$ cat src/rtl/fifo_pkg.sv
// fifo_pkg: shared constants and helpers for the single-clock flexible FIFO.
//   FIFO_MODE_STD / FIFO_MODE_FWFT : values for the FWFT parameter
//   fifo_widths()                  : pointer and count widths for a depth
//   fifo_ptr_inc()                 : pointer increment with wrap at depth-1
package fifo_pkg;

  localparam int FIFO_MODE_STD  = 0;
  localparam int FIFO_MODE_FWFT = 1;

  typedef struct packed {
    int unsigned ptr_w;
    int unsigned cnt_w;
  } fifo_widths_t;

  // Pointers index 0..depth-1; the count must also represent depth itself.
  function automatic fifo_widths_t fifo_widths(input int unsigned depth);
    fifo_widths_t w;
    w.ptr_w = (depth > 1) ? $clog2(depth) : 1;
    w.cnt_w = $clog2(depth + 1);
    return w;
  endfunction

  // Explicit wrap so non-power-of-2 depths never index past the last entry.
  function automatic int unsigned fifo_ptr_inc(input int unsigned ptr,
                                               input int unsigned depth);
    return (ptr == depth - 1) ? 32'd0 : ptr + 32'd1;
  endfunction

endpackage

$ cat src/rtl/fifo_mem.sv
// fifo_mem: DEPTH x DATA_WIDTH register array.
//   clk     : write clock (rising edge)
//   wr_en   : write strobe
//   wr_addr : write index (0..DEPTH-1)
//   wr_data : write data
//   rd_addr : read index (0..DEPTH-1)
//   rd_data : asynchronous read data
// Contents are intentionally not reset.
module fifo_mem #(
  parameter int DEPTH      = 12,
  parameter int DATA_WIDTH = 8,
  parameter int ADDR_W     = 4
) (
  input  logic                  clk,
  input  logic                  wr_en,
  input  logic [ADDR_W-1:0]     wr_addr,
  input  logic [DATA_WIDTH-1:0] wr_data,
  input  logic [ADDR_W-1:0]     rd_addr,
  output logic [DATA_WIDTH-1:0] rd_data
);

  logic [DATA_WIDTH-1:0] mem [DEPTH];

  always_ff @(posedge clk) begin
    if (wr_en) mem[wr_addr] <= wr_data;
  end

  assign rd_data = mem[rd_addr];

endmodule

$ cat src/rtl/fifo_sync_flex.sv
// fifo_sync_flex: single-clock FIFO, any depth >= 2, standard or FWFT read.
//   clk, rst          : clock (rising edge), async active-high reset
//   data_wr, wr_en    : write data / request
//   data_rd, rd_en    : read data / request (pop in FWFT mode)
//   fifo_full/empty   : count == DEPTH / count == 0
//   fifo_almost_full  : count >= AF_THRESH
//   fifo_almost_empty : count <= AE_THRESH
//   fifo_count        : current occupancy
//   clr_err, overflow, underflow : sticky error flags, present only when
//                       FIFO_ERR_FLAGS_EN is defined
module fifo_sync_flex
  import fifo_pkg::*;
#(
  parameter int DEPTH      = 12,
  parameter int DATA_WIDTH = 8,
  parameter int FWFT       = 0,
  parameter int AF_THRESH  = DEPTH - 2,
  parameter int AE_THRESH  = 2
) (
  input  logic                         clk,
  input  logic                         rst,
  input  logic [DATA_WIDTH-1:0]        data_wr,
  input  logic                         wr_en,
  output logic                         fifo_full,
  output logic [DATA_WIDTH-1:0]        data_rd,
  input  logic                         rd_en,
  output logic                         fifo_empty,
  output logic                         fifo_almost_full,
  output logic                         fifo_almost_empty,
  output logic [$clog2(DEPTH+1)-1:0]   fifo_count
`ifdef FIFO_ERR_FLAGS_EN
  ,
  input  logic                         clr_err,
  output logic                         overflow,
  output logic                         underflow
`endif
);

  localparam fifo_widths_t WIDTHS = fifo_widths(DEPTH);
  localparam int PTR_W = int'(WIDTHS.ptr_w);
  localparam int CNT_W = int'(WIDTHS.cnt_w);

  localparam logic [CNT_W-1:0] DEPTH_C = CNT_W'(DEPTH);
  localparam logic [CNT_W-1:0] AF_C    = CNT_W'(AF_THRESH);
  localparam logic [CNT_W-1:0] AE_C    = CNT_W'(AE_THRESH);

  generate
    if (DEPTH < 2) begin : g_bad_depth
      $error("fifo_sync_flex: DEPTH must be >= 2");
    end
    if (AF_THRESH < 1 || AF_THRESH > DEPTH) begin : g_bad_af
      $error("fifo_sync_flex: AF_THRESH must be in 1..DEPTH");
    end
    if (AE_THRESH < 0 || AE_THRESH > DEPTH - 1) begin : g_bad_ae
      $error("fifo_sync_flex: AE_THRESH must be in 0..DEPTH-1");
    end
    if (FWFT != FIFO_MODE_STD && FWFT != FIFO_MODE_FWFT) begin : g_bad_mode
      $error("fifo_sync_flex: FWFT must be 0 or 1");
    end
  endgenerate

  logic [PTR_W-1:0]      wr_ptr;
  logic [PTR_W-1:0]      rd_ptr;
  logic [CNT_W-1:0]      cnt;
  logic                  rd_acc;
  logic                  wr_acc;
  logic [DATA_WIDTH-1:0] mem_rd;

  // Flags are pure decodes of the registered count.
  assign fifo_empty        = (cnt == '0);
  assign fifo_full         = (cnt == DEPTH_C);
  assign fifo_almost_full  = (cnt >= AF_C);
  assign fifo_almost_empty = (cnt <= AE_C);
  assign fifo_count        = cnt;

  // A read frees a slot in the same cycle, so a write at full is still
  // accepted when paired with a read.
  assign rd_acc = rd_en && !fifo_empty;
  assign wr_acc = wr_en && (!fifo_full || rd_acc);

  fifo_mem #(
    .DEPTH      (DEPTH),
    .DATA_WIDTH (DATA_WIDTH),
    .ADDR_W     (PTR_W)
  ) u_mem (
    .clk     (clk),
    .wr_en   (wr_acc),
    .wr_addr (wr_ptr),
    .wr_data (data_wr),
    .rd_addr (rd_ptr),
    .rd_data (mem_rd)
  );

  always_ff @(posedge clk or posedge rst) begin
    if (rst) begin
      wr_ptr <= '0;
      rd_ptr <= '0;
      cnt    <= '0;
    end else begin
      if (wr_acc) wr_ptr <= PTR_W'(fifo_ptr_inc(32'(wr_ptr), DEPTH));
      if (rd_acc) rd_ptr <= PTR_W'(fifo_ptr_inc(32'(rd_ptr), DEPTH));
      case ({wr_acc, rd_acc})
        2'b10:   cnt <= cnt + CNT_W'(1);
        2'b01:   cnt <= cnt - CNT_W'(1);
        default: cnt <= cnt;
      endcase
    end
  end

  generate
    if (FWFT == FIFO_MODE_FWFT) begin : g_fwft
      // Head word is presented combinationally; zero when nothing is stored.
      assign data_rd = fifo_empty ? '0 : mem_rd;
    end else begin : g_std
      logic [DATA_WIDTH-1:0] rd_q;
      // On a full-and-write cycle wr_ptr == rd_ptr; the non-blocking write
      // means rd_q still captures the old head word, as intended.
      always_ff @(posedge clk or posedge rst) begin
        if (rst)         rd_q <= '0;
        else if (rd_acc) rd_q <= mem_rd;
      end
      assign data_rd = rd_q;
    end
  endgenerate

`ifdef FIFO_ERR_FLAGS_EN
  logic ovf_set;
  logic unf_set;

  // A read on an empty FIFO is an underflow even if a write lands with it.
  assign ovf_set = wr_en && fifo_full && !rd_acc;
  assign unf_set = rd_en && fifo_empty;

  // A new error in the same cycle as clr_err keeps the flag set.
  always_ff @(posedge clk or posedge rst) begin
    if (rst) begin
      overflow  <= 1'b0;
      underflow <= 1'b0;
    end else begin
      if (ovf_set)      overflow <= 1'b1;
      else if (clr_err) overflow <= 1'b0;
      if (unf_set)      underflow <= 1'b1;
      else if (clr_err) underflow <= 1'b0;
    end
  end
`endif

endmodule

$ cat config.mk
export PLATFORM = sky130hd
export DESIGN_NAME = fifo_sync_flex
export DESIGN_NICKNAME = d
export VERILOG_FILES = /design/src/rtl/fifo_pkg.sv /design/src/rtl/fifo_mem.sv /design/src/rtl/fifo_sync_flex.sv
export SDC_FILE = /design/constraint.sdc
export NUM_CORES = 1
export LEC_CHECK = 0
export BUFFER_PORTS_ARGS = -buffer_cell sky130_fd_sc_hd__buf_4
export CAP_MARGIN = 20
export CORE_MARGIN = 2
export CORE_UTILIZATION = 48
export DETAILED_ROUTE_END_ITERATION = 8
export GPL_TIMING_DRIVEN = 0
export HOLD_SLACK_MARGIN = 0.03
export PLACE_DENSITY = 0.65
export SYNTH_ARGS = -nofsm -noshare
export SYNTH_HDL_FRONTEND = slang
export SYNTH_SLANG_ARGS = --single-unit
$ cat constraint.sdc
create_clock -name clk -period 3.25 [get_ports clk]
set_input_delay 0.65 -clock clk [delete_from_list [all_inputs] [get_ports clk]]
set_output_delay 0.65 -clock clk [all_outputs]
set_load 0.05 [all_outputs]
==> flow_summary.yaml <==
floorplan:
  die_width_um: 105
  die_h_um: 105
  io-pin-count: 28
  design.core.area_um2: 9820
  dieArea_um2: 11000
  initial_core_util_pct: 49.5
  floorplan.rows: 36
sta:
  period_minus_slack_ns: 2.91
  hold_ws_ns: 0.323
  setup_total_negative_slack_ns: 0
  number_of_max_slew_violations_in_the_final_report: 0
  worst_slew_pin_slew_ns: 0.963
  setup_viol_count_final: 0
  finalCritPeriodShare_pct: 89.4
  hold_violations: 0
  relSlewSlack_pct: 35.6
  worst_clock_skew_ns: 0.0111
  fmaxAchievable_mhz: 344
  unrepaired_setup_endpoints_after_global_routing: "false"
global_routing:
  grt_max_degree: 21
  grt_overflow_total: 0
  number_of_global_route_vias_before_repair: 2740
  grt.total_usage_pct: 19.3
  grt_pass1_wl_um: 15200
  antenna_found_initial: 0
cells_and_area:
  layout.cells.most_common: "edfxtp_1"
  diodes: 0
  final_layout_net_count: 354
  layout.filler_cells: 755
  drive_gt1_share_pct: 29.4
  area_delta_synth_final_pct: 21.2
  commonest_non_fill_non_tap_cells_in_the_layout: "edfxtp_1, buf_4, mux4_2"
logic_synthesis:
  synth_area_um2: 4860
  yosys.cell_types.count: 41
  syn_area_per_cell_um2: 16.9
  yosys_register_bits: 116
  synthesis.instances: 287
  most_used_flip_flop_cell_after_synthesis: "edfxtp_1"
  synth_enable_flop_cells: 96
  synth_warnings: 0
  mappedNetlistNets: 307
  part_of_the_yosys_area_used_for_sequential_elements_pct: 69.6
  postSynth.asyncResetShare_pct: 17.2
critical_path:
  crit_path_end_kind: "register"
  cp_max_fo: 10
  worst-setup-path-type: "reg -> reg"
  worst_ep_arrival_time_ns: 3.29
  worst-endpoint-required_ns: 3.64
  crit_path_launch_type: "register"
placed_design:
  finalWeightedCongestion: 0.783
  hpwlAfterDp_um: 6160
  port-buffer-count: 26
clock_tree:
  cts_root_buf: "clkbuf_8"
  cts_setup_buffers: 0
  postCtsHoldBufs: 0
  cts.repair.resized: 0
  cts-buffers-inserted: 17
  clk_path_buf_depth: 2
  tritoncts_num_sinks: 116
  clk-insertion-delay-late_ns: 0.51
  h-tree-depth: 4
  worst_setup_hold_path_clk_slew_ns: 0.06
  cts_tree: "yes"
drt:
  postRouteWirelength_um: 9640
  antenna_left: 0
  route.detailed.wl_per_inst_um: 20.1
  detailedRoute.firstPassIterationCount: 4
  drc_errors: 0
  via_per_inst: 5.56
  drt-initial-drc-count: 229
  vias: 2669
pwr:
  powerDensity_nw_per_um2: 1010
  power.leakage_uw: 0.00215
  worst_ir_drop_vdd_mv: 0.526
outcome:
  run_status: "finished, final reports clean"
flow_run:
  cap_viol_max_count: 0
hold_path:
  min-delay-path-class: "in -> async"
[through the flow]
stage | std cells | utilization, % | power, uW | setup slack [ns] | instance area, um^2
floorplan | 287 | - | 3450 | 0.259 | 4860
global placement | 446 | 53.2 | 3950 | 0.347 | 5230
CTS | 480 | 60.0 | 6010 | 0.349 | 5890
detailed placement | 448 | 53.5 | 3990 | 0.361 | 5250
finish | 480 | 60.0 | 5970 | 0.344 | 5890
global route | 480 | 60.0 | 6250 | 0.185 | 5890
[metal layers]
| layer | track usage [%] | share of wire [%] | up-vias | routed length, um |
|---|---|---|---|---|
| li1 | - | - | 1226 | - |
| met1 | 26.0 | 44 | 1356 | 4230 |
| met2 | 30.7 | 50 | 79 | 4780 |
| met3 | 4.80 | 5.3 | 8 | 507 |
| met4 | 7.24 | 1.2 | 0 | 119 |
| met5 | 0 | 0 | - | 0 |
[worst paths after layout]
path                                    start         endpoint  slack (ns)  depth (start not counted)
worst min register to register     data_rd[2]       data_rd[2]        0.50                          2
worst max-delay path            fifo_count[1]    fifo_count[3]        0.34                         10
max in group asynchronous                 rst       data_rd[5]        2.39                          2
min in group clk                   data_wr[4]  u_mem.mem[5][4]        0.40                          1
worst min-delay path                      rst    fifo_count[2]        0.32                          2
worst max register to register  fifo_count[1]    fifo_count[3]        0.34                         10
[state kept, by name (all words and copies together) (netlist names)]
signal / flops
data_rd: 8
fifo_count: 4
rd_ptr: 4
u_mem.mem: 96
wr_ptr: 4
[area by class of cell]
type                            count  area [um^2]  area share [%]
Tap cell                          133          166            2.82
Timing Repair Buffer               28          210            3.57
Clock buffer                       18          418            7.09
Multi-Input combinational cell    142         1340            22.8
Clock inverter                     14          226            3.84
Buffer                             19          109            1.85
Sequential cell                   116         3380            57.4
Inverter                           10         37.5           0.637
[synth_stat cells (4+ instances only)]
cell      count  area [um^2]
and3_1        9         56.3
edfxtp_1     96         2880
buf_2         6         30.0
mux4_2       24          541
inv_1        10         37.5
dfrtp_1      20          500
mux2i_1      10          100
nand2_1      14         52.6
o21ai_0       5         25.0
o31ai_1       8         60.1
buf_4         4         30.0
nor2_1       13         48.8
ha_1          7         87.6
o21ai_1       5         25.0
a21oi_1      11         55.1
nand2b_1      5         31.3
clkbuf_1      6         22.5
nor3_1        6         30.0
[cells by family after synthesis]
kind of cell,synth area share [%]
AO/OA/AOI/OAI,5.87
buffers and inverters,3.01
adder cells (fa/ha/maj),2.21
AND/OR/NAND/NOR,5.35
multiplexers,13.6
XOR/XNOR,0.360
flip-flops,69.6
[power breakdown]
group / internal (uW) / switching (uW) / leakage [uW]
combinational: 769 / 1200 / 0.000738
clock: 1330 / 670 / 0.000307
sequential: 1870 / 117 / 0.00111
[critical path, cell delays in order (launching register included)]
cell and delay, ns:
dfrtp_1 0.40, buf_6 0.15, o41a_1 0.49, buf_2 0.23
nand2b_1 0.13, inv_1 0.08, ha_1 0.26, a21o_1 0.22
a2111oi_2 0.34, a2111oi_0 0.10, or3_1 0.38
(Power assumes the default switching activity.)
